===== config.mk =====
export PLATFORM = sky130hd
export DESIGN_NAME = fetch_pc_unit
export DESIGN_NICKNAME = d
export VERILOG_FILES = /design/src/rtl/fetch_pkg.sv /design/src/rtl/fetch_skid_buf.sv /design/src/rtl/fetch_pc_unit.sv
export SDC_FILE = /design/constraint.sdc
export NUM_CORES = 1
export LEC_CHECK = 0
export CAP_MARGIN = 20
export CELL_PAD_IN_SITES_DETAIL_PLACEMENT = 1
export CELL_PAD_IN_SITES_GLOBAL_PLACEMENT = 2
export CORE_MARGIN = 5
export CORE_UTILIZATION = 37
export DETAILED_ROUTE_END_ITERATION = 16
export PLACE_DENSITY = 0.81
export SLEW_MARGIN = 20
export SYNTH_ARGS = -nofsm -noshare
export SYNTH_HDL_FRONTEND = slang
export SYNTH_HIERARCHICAL = 1
export SYNTH_SLANG_ARGS = --single-unit

===== constraint.sdc =====
create_clock -name clk -period 3.66 [get_ports clk]
set_input_delay 0.732 -clock clk [delete_from_list [all_inputs] [get_ports clk]]
set_output_delay 0.732 -clock clk [all_outputs]
set_load 0.01 [all_outputs]

===== src/rtl/fetch_pkg.sv =====
// Shared types and constants for the RV32I instruction-fetch stage.
// Latency: n/a (types only).
// Backpressure: n/a (types only).
package fetch_pkg;

  // Canonical RV32I NOP (addi x0, x0, 0); what decode sees out of reset.
  localparam logic [31:0] RV_NOP  = 32'h0000_0013;
  localparam logic [31:0] PC_STEP = 32'd4;

  // FETCH: free to issue a request.
  // WAIT : one request outstanding, response wanted.
  // KILL : one request outstanding, response must be dropped (redirected away).
  typedef enum logic [1:0] {
    FETCH = 2'd0,
    WAIT  = 2'd1,
    KILL  = 2'd2
  } fetch_state_e;

  // One fetched instruction as handed to decode.
  typedef struct packed {
    logic [31:0] pc;
    logic [31:0] pc_plus4;
    logic [31:0] instr;
  } fetch_pkt_t;

  // Instruction addresses are always word aligned; low bits are dropped.
  function automatic logic [31:0] word_align(input logic [31:0] addr);
    return {addr[31:2], 2'b00};
  endfunction

endpackage


===== src/rtl/fetch_skid_buf.sv =====
// One-entry holding slot for a fetched instruction that decode cannot take yet.
// Latency: push is visible on buf_valid/buf_pkt the cycle after the push.
// Backpressure: none internally; the owner must not push while full (one request in flight guarantees it).
//
// Ports:
//   clk, rst_n         core clock, async active-low reset
//   push, push_pkt     write the slot (sets valid)
//   pop                release the slot
//   flush              synchronous clear, wins over push and pop
//   buf_valid, buf_pkt current slot contents
module fetch_skid_buf
  import fetch_pkg::*;
(
  input  logic       clk,
  input  logic       rst_n,
  input  logic       push,
  input  fetch_pkt_t push_pkt,
  input  logic       pop,
  input  logic       flush,
  output logic       buf_valid,
  output fetch_pkt_t buf_pkt
);

  logic       valid_q, valid_d;
  fetch_pkt_t pkt_q, pkt_d;

  always_comb begin
    valid_d = valid_q;
    pkt_d   = pkt_q;
    if (pop) begin
      valid_d = 1'b0;
    end
    if (push) begin
      valid_d = 1'b1;
      pkt_d   = push_pkt;
    end
    // A redirect invalidates whatever was parked here.
    if (flush) begin
      valid_d = 1'b0;
    end
  end

  always_ff @(posedge clk or negedge rst_n) begin
    if (!rst_n) begin
      valid_q <= 1'b0;
      pkt_q   <= '0;
    end else begin
      valid_q <= valid_d;
      pkt_q   <= pkt_d;
    end
  end

  assign buf_valid = valid_q;
  assign buf_pkt   = pkt_q;

endmodule


===== src/rtl/fetch_pc_unit.sv =====
// IF stage: owns the PC, fetches one instruction at a time from imem, feeds the IF/ID register.
// Latency: request in cycle N, response >= N+1, IF/ID loaded at the end of the response cycle.
// Backpressure: stall_d holds IF/ID; one response parks in the skid buffer, which then blocks new requests.
//
// Ports:
//   clk, rst_n                      core clock, async active-low reset
//   imem_req_valid/ready, imem_addr fetch request handshake, address = pc_q
//   imem_rsp_valid, imem_rsp_data   instruction return (no backpressure from IF)
//   redirect_valid, redirect_pc     taken branch/jump from EX, highest priority
//   stall_d                         decode cannot accept this cycle
//   if_id_*                         IF/ID pipeline register contents
module fetch_pc_unit
  import fetch_pkg::*;
#(
  parameter logic [31:0] RESET_PC = 32'h0000_0000,
  parameter int unsigned XLEN     = 32
) (
  input  logic            clk,
  input  logic            rst_n,
  output logic            imem_req_valid,
  input  logic            imem_req_ready,
  output logic [XLEN-1:0] imem_addr,
  input  logic            imem_rsp_valid,
  input  logic [XLEN-1:0] imem_rsp_data,
  input  logic            redirect_valid,
  input  logic [XLEN-1:0] redirect_pc,
  input  logic            stall_d,
  output logic            if_id_valid,
  output logic [XLEN-1:0] if_id_pc,
  output logic [XLEN-1:0] if_id_pc_plus4,
  output logic [XLEN-1:0] if_id_instr
);

  fetch_state_e state_q, state_d;
  logic [31:0]  pc_q, pc_d;
  logic [31:0]  req_pc_q, req_pc_d;
  logic         if_id_valid_q, if_id_valid_d;
  fetch_pkt_t   if_id_q, if_id_d;

  logic         buf_valid;
  fetch_pkt_t   buf_pkt;
  logic         buf_push, buf_pop;

  logic         req_fire;
  logic         rsp_accept;
  logic         if_id_free;
  fetch_pkt_t   rsp_pkt;

  // Requests are held off while a response is parked (so the buffer can never
  // overflow) and during a redirect (pc_q is about to be replaced). Gating with
  // rst_n keeps the request low for the whole reset window.
  assign imem_req_valid = rst_n && (state_q == FETCH) && !buf_valid && !redirect_valid;
  assign imem_addr      = pc_q;
  assign req_fire       = imem_req_valid && imem_req_ready;

  // A response that arrives together with a redirect is wrong-path and is dropped.
  assign rsp_accept = (state_q == WAIT) && imem_rsp_valid && !redirect_valid;
  assign if_id_free = !if_id_valid_q || !stall_d;

  assign rsp_pkt = '{pc:       req_pc_q,
                     pc_plus4: req_pc_q + PC_STEP,
                     instr:    imem_rsp_data};

  // The buffer has priority into IF/ID (it is older), so a fresh response can
  // only bypass it when the buffer is empty.
  assign buf_push = rsp_accept && !(if_id_free && !buf_valid);
  assign buf_pop  = buf_valid && if_id_free && !redirect_valid;

  fetch_skid_buf u_skid (
    .clk       (clk),
    .rst_n     (rst_n),
    .push      (buf_push),
    .push_pkt  (rsp_pkt),
    .pop       (buf_pop),
    .flush     (redirect_valid),
    .buf_valid (buf_valid),
    .buf_pkt   (buf_pkt)
  );

  // PC, request tracking and fetch state.
  always_comb begin
    state_d  = state_q;
    pc_d     = pc_q;
    req_pc_d = req_pc_q;

    if (req_fire) begin
      req_pc_d = pc_q;
      pc_d     = pc_q + PC_STEP;   // wraps naturally at 2^32
    end

    case (state_q)
      FETCH: begin
        if (req_fire) begin
          state_d = WAIT;
        end
      end
      WAIT: begin
        // With a redirect and no response yet, the in-flight fetch must still
        // be drained, but its data is now useless.
        if (imem_rsp_valid) begin
          state_d = FETCH;
        end else if (redirect_valid) begin
          state_d = KILL;
        end
      end
      KILL: begin
        if (imem_rsp_valid) begin
          state_d = FETCH;
        end
      end
      default: begin
        state_d = FETCH;
      end
    endcase

    if (redirect_valid) begin
      pc_d = word_align(redirect_pc);
    end
  end

  // IF/ID register.
  always_comb begin
    if_id_valid_d = if_id_valid_q;
    if_id_d       = if_id_q;

    if (redirect_valid) begin
      // Squash even under stall: the held instruction is on the wrong path.
      if_id_valid_d = 1'b0;
    end else if (if_id_free) begin
      if (buf_valid) begin
        if_id_valid_d = 1'b1;
        if_id_d       = buf_pkt;
      end else if (rsp_accept) begin
        if_id_valid_d = 1'b1;
        if_id_d       = rsp_pkt;
      end else begin
        // Bubble; payload fields keep their last value.
        if_id_valid_d = 1'b0;
      end
    end
  end

  always_ff @(posedge clk or negedge rst_n) begin
    if (!rst_n) begin
      state_q       <= FETCH;
      pc_q          <= RESET_PC;
      req_pc_q      <= RESET_PC;
      if_id_valid_q <= 1'b0;
      if_id_q       <= '{pc: 32'h0, pc_plus4: 32'h0, instr: RV_NOP};
    end else begin
      state_q       <= state_d;
      pc_q          <= pc_d;
      req_pc_q      <= req_pc_d;
      if_id_valid_q <= if_id_valid_d;
      if_id_q       <= if_id_d;
    end
  end

  assign if_id_valid    = if_id_valid_q;
  assign if_id_pc       = if_id_q.pc;
  assign if_id_pc_plus4 = if_id_q.pc_plus4;
  assign if_id_instr    = if_id_q.instr;

endmodule

Yosys cells after proc, flatten, opt, wreduce, memory -nomap -nowiden
Cells that the tools add are included.
W data, S select, Z words.
{ "op_classes": {"n_addsub": 2, "eq_ne": 5, "muxes": 16, "bitwise": 1, "n_reduce_logical": 23} }
{ "op_table": {"columns": ["cell", "n"], "rows": [
  ["$mux W96", 2],
  ["$add A32 B3 Y32 const B", 2],
  ["$mux W32", 2],
  ["$logic_and A1 B1 Y1", 10],
  ["$mux W2", 4],
  ["$mux W1", 7],
  ["$pmux W2 S3", 1],
  ["$reduce_and A3 Y1", 2],
  ["$reduce_bool A2 Y1", 3],
  ["$logic_not A1 Y1", 5],
  ["$ne A2 B2 Y1 const B", 2],
  ["$ne A3 B3 Y1 const B", 1],
  ["$reduce_bool A3 Y1", 1],
  ["$eq A2 B1 Y1 const B", 1],
  ["$eq A2 B2 Y1 const B", 1],
  ["$logic_not A2 Y1", 1],
  ["$logic_or A1 B1 Y1", 1],
  ["$not A1 Y1", 1]
]} }
{ "totals": {"ff_bits": 260, "input_bits": 70, "output_inout_bits": 130, "elab_cells": 58} }

Longest topological paths before layout
{ "logic_depth": {"depth_word": 7, "depth_mapped": 10, "depth_no_buf": 6} }

Hierarchy
Netlist, hierarchy kept.
{ "by_module_without_submodules": {"columns": ["module", "n_inst", "cells_per_inst", "area_per_inst_um2", "seq_area_each_um2"], "rows": [
  ["fetch_pc_unit", 1, 859, 8018.9, 3982.6],
  ["fetch_skid_buf", 1, 207, 3718.6, 2427.3]
]} }

Worst setup path before layout
OpenSTA, ideal clock, no wires.
{ "synth_path": {"path_type": "input-to-reg", "start": "in redirect_valid", "end": "reg u_skid.pkt_q, in the netlist u_skid/buf_pkt[66]", "setup_ns": 0.125, "arrival_ns": 2.299, "t_required_ns": 3.535, "setup_slack_ns": 1.235, "stages": 8, "path_buffers": 6, "cell_sequence": "clkbuf_1 -> clkbuf_1 -> clkbuf_1 -> nor3_1 -> buf_6 -> buf_6 -> buf_6 -> mux2_4"} }
{ "synth_between": {"elab_chain_cells": 3} }
{ "synth_lines": {"columns": ["element", "line", "text"], "rows": [
  ["start: declaration", "fetch_pc_unit.sv:25", "input logic redirect_valid,"],
  ["$logic_not A1 Y1", "fetch_pc_unit.sv:57", "assign rsp_accept = (state_q == WAIT) && imem_rsp_valid && !redirect_valid;"],
  ["$logic_and A1 B1 Y1", "fetch_pc_unit.sv:57", null],
  ["$logic_and A1 B1 Y1", "fetch_pc_unit.sv:66", "assign buf_push = rsp_accept && !(if_id_free && !buf_valid);"],
  ["net buf_push", "fetch_pc_unit.sv:42", "logic buf_push, buf_pop;"],
  ["end signal: assignment", "fetch_skid_buf.sv:49", "pkt_q <= pkt_d;"],
  ["end: declaration", "fetch_skid_buf.sv:25", "fetch_pkt_t pkt_q, pkt_d;"]
]} }
The timed path passes the listed nets, and every way through them passes these cells.
A chain may end at the register's enable or synchronous reset.

Final worst setup path
{ "layout_path": {"start": "reg state_q[1]", "end": "out imem_req_valid"} }
{ "layout_between": {"elab_chain_cells": 4} }
{ "layout_lines": {"columns": ["element", "line", "text"], "rows": [
  ["start: declaration", "fetch_pc_unit.sv:34", "fetch_state_e state_q, state_d;"],
  ["start signal: assignment", "fetch_pc_unit.sv:151", "state_q <= state_d;"],
  ["$logic_not A2 Y1", "fetch_pc_unit.sv:52", "assign imem_req_valid = rst_n && (state_q == FETCH) && !buf_valid && !redirect_valid;"],
  ["$logic_and A1 B1 Y1 (3 in a row)", "fetch_pc_unit.sv:52", null],
  ["end: declaration", "fetch_pc_unit.sv:20", "output logic imem_req_valid,"]
]} }
No other way between the ends.

==> metrics.cfg <==
[synthesis]
synth_top_cell_by_area=dfrtp_1
synth_most_common_cell=dfrtp_1
synthCells=1066
synth_seq_cells=256
synthArstFlopShare=1.000
synth_edf_count=0
synth_area_leaders=dfrtp_1 54%, nand2_1 6.7%, mux2_2 6.4%
synth_top_cell_area_share=0.5394
ys.warnings.count=6
synth_cell_types=55
synth_ff_type=dfrtp_1
yosysSeqAreaShare=0.5461
synth_commonest_cells=253 x dfrtp_1, 208 x nand2_1, 102 x o21ai_0
syn_area_sq_mm=0.01174
syn_area_per_cell_sq_um=11.01

[timing]
setup_viol=0
fin_crit_ps=2713
skew_ps=20.13
grt_setup_unrepaired=no
slew_viol_final=0
relSlewSlack=0.3998
hold_viol_final=0
fmax_mhz=368.6
whs_ps=76.66
fin_crit_sh=0.7412
setup_tns_ps=0
worst_slew_pin_slew_ps=897.1

[placement]
gp_congestion=0.7439
numPortBuffers=195
dp.cells=1615
hpwl_um=21290

[global_routing]
grtUsageTotal=0.1758
grt_max_degree=170
grt_overflow_total=0
grt_pass1_wl_um=51730
antenna_found_initial=1
grt_pass1_vias=9257

[clocking]
cts_tree=yes
cts-root-buf=clkbuf_16
postCtsHoldBufs=0
cts_sinks=256
post_cts_buffers=0
post_cts_resized=0
cts.clk_slew.worst_paths_ps=60
numCtsBuffers=28
clock_path_buffers=3
insertion_delay_ps=530
htree_levels=1

[critical_path]
path_class=reg2out
cp_max_fo=4
r2r_end=imem_addr[4]
r2r_slack_ps=1230
crit_chain=nor2_1, and3_1, clkdlybuf4s50_1
critical_path_buf_inv_count=1
r2r_cells=5
path_delay_family=buffers and inverters
slowest_delay_ps=550
cp_num_cells=3
cp.arrival_ps=1980
slowest_stage=clkdlybuf4s50_1
cp-end-kind=primary output
cp.required_ps=2930
start_kind=register
timing.rr.start=state_q[1]

[route]
wl_per_cell_um=18.75
wirelength_um=31210
drt_iter0_markers=412
drc=0
route.vias.total=8673
firstDrtPassIters=4
drtAntennaViolNets=0
viasPerCell=5.209

[outcome]
status=completed

[final_layout]
fin_nets=1315
syn_to_final_growth_pct=27.73
diodes=0
final_layout_size_suffix_gt1_frac=0.1378
fillers=3361
layout.cells.non_filler=1665

[floorplan]
dieArea_sq_mm=0.03539
die_w_um=188.1
boundaryPins=200
start_util=0.3729
num_rows=65
core-area_sq_mm=0.03147
die_h_um=188.1

[power]
power_uw=8331
irDropWorstVdd_mv=0.3727
leakagePower_uw=0.006602
cellPowerDensity_mw_per_mm2=555.7

[flow_run]
cap_violations=0

[hold_path]
hp-class=in2async

==> report_power, final <==
part           switching (uW)  internal, uW
logic                     804           959
clock network            1120          1760
registers                 417          3270
total                    2340          5990
==> worst max path at each step <==
stage,startpoint,endpoint,slack (ps)
after floorplan,redirect_valid,u_skid/buf_pkt[66],1240
after global placement,imem_req_ready,imem_addr[4],750
after detailed placement,imem_req_ready,imem_addr[4],720
after CTS,u_skid/buf_valid,imem_req_valid,910
after global routing,state_q[1],imem_req_valid,790
final,state_q[1],imem_req_valid,950
==> metrics by stage <==
stage | instance area [sq um] | util | setup WS, ps
2_1_floorplan | 11760 | - | 1235
3_3_place_gp | 14050 | 0.4465 | 745.6
3_5_place_dp | 14050 | 0.4465 | 719.7
4_1_cts | 14990 | 0.4763 | 905.5
5_1_grt | 14990 | 0.4763 | 790.7
6_report | 14990 | 0.4763 | 947.3
==> layout by cell type (no fill, tap or decap), types with 5 or more instances in the layout <==
cell	synthesis	layout
nand3_1	27	27
mux2i_1	73	73
o211ai_1	7	7
inv_1	12	12
nor2b_1	13	13
nand4_1	19	19
mux2_4	29	29
mux2_2	67	67
clkbuf_1	36	8
xor2_1	11	11
xnor2_1	16	16
and3_1	13	13
a21oi_1	10	10
clkdlybuf4s50_1	0	193
nor3_1	10	9
nand2b_1	5	5
a31oi_1	5	5
a22o_1	12	12
dfrtp_1	253	252
clkbuf_16	0	29
a221o_1	6	6
clkinv_2	0	5
clkbuf_8	0	5
nor2_1	22	22
nand2_1	208	208
and4_1	5	5
o311ai_0	12	12
buf_4	2	15
o21ai_0	102	102
a21o_1	7	7
conb_1	1	6
==> sequential cells by signal (all words and copies together), names as in the netlist <==
signal            flops
if_id_instr          32
state_q               2
req_pc_q             30
if_id_valid           1
if_id_pc             32
imem_addr            30
u_skid/buf_pkt       96
if_id_pc_plus4       32
u_skid/buf_valid      1
==> metal layers <==
metal  track usage  share of wire  vias to the layer above
li1              -              -                     4088
met1        0.2653           0.50                     4361
met2        0.2693           0.44                      190
met3       0.03276          0.045                       32
met4       0.02767          0.012                        2
met5             0        0.00038                        -
==> kinds of logic (layout without fill, tap and decap cells) <==
group / Yosys count / count (layout) / synth area share
adders and majority gates: 2 / 2 / 0.002132
buffers and inverters: 82 / 274 / 0.03209
muxes: 169 / 169 / 0.1636
and+or+nand+nor: 347 / 347 / 0.1382
other: 1 / 6 / 0.0003195
DFF: 256 / 256 / 0.5461
xor gates and xnor gates: 28 / 28 / 0.02153
AOI/OAI and AO/OA: 181 / 181 / 0.09605
==> final cells by class <==
type	count	area [sq um]	area share
sequential	256	6414	0.4278
timing repair buffer	212	2105	0.1404
multi-input combinational	733	4986	0.3326
clock buffer	42	824.5	0.05500
tap	402	503.0	0.03355
inverter	12	45.04	0.003005
clock inverter	8	115.1	0.007678
No activity file was read; power rests on OpenSTA's default activity.
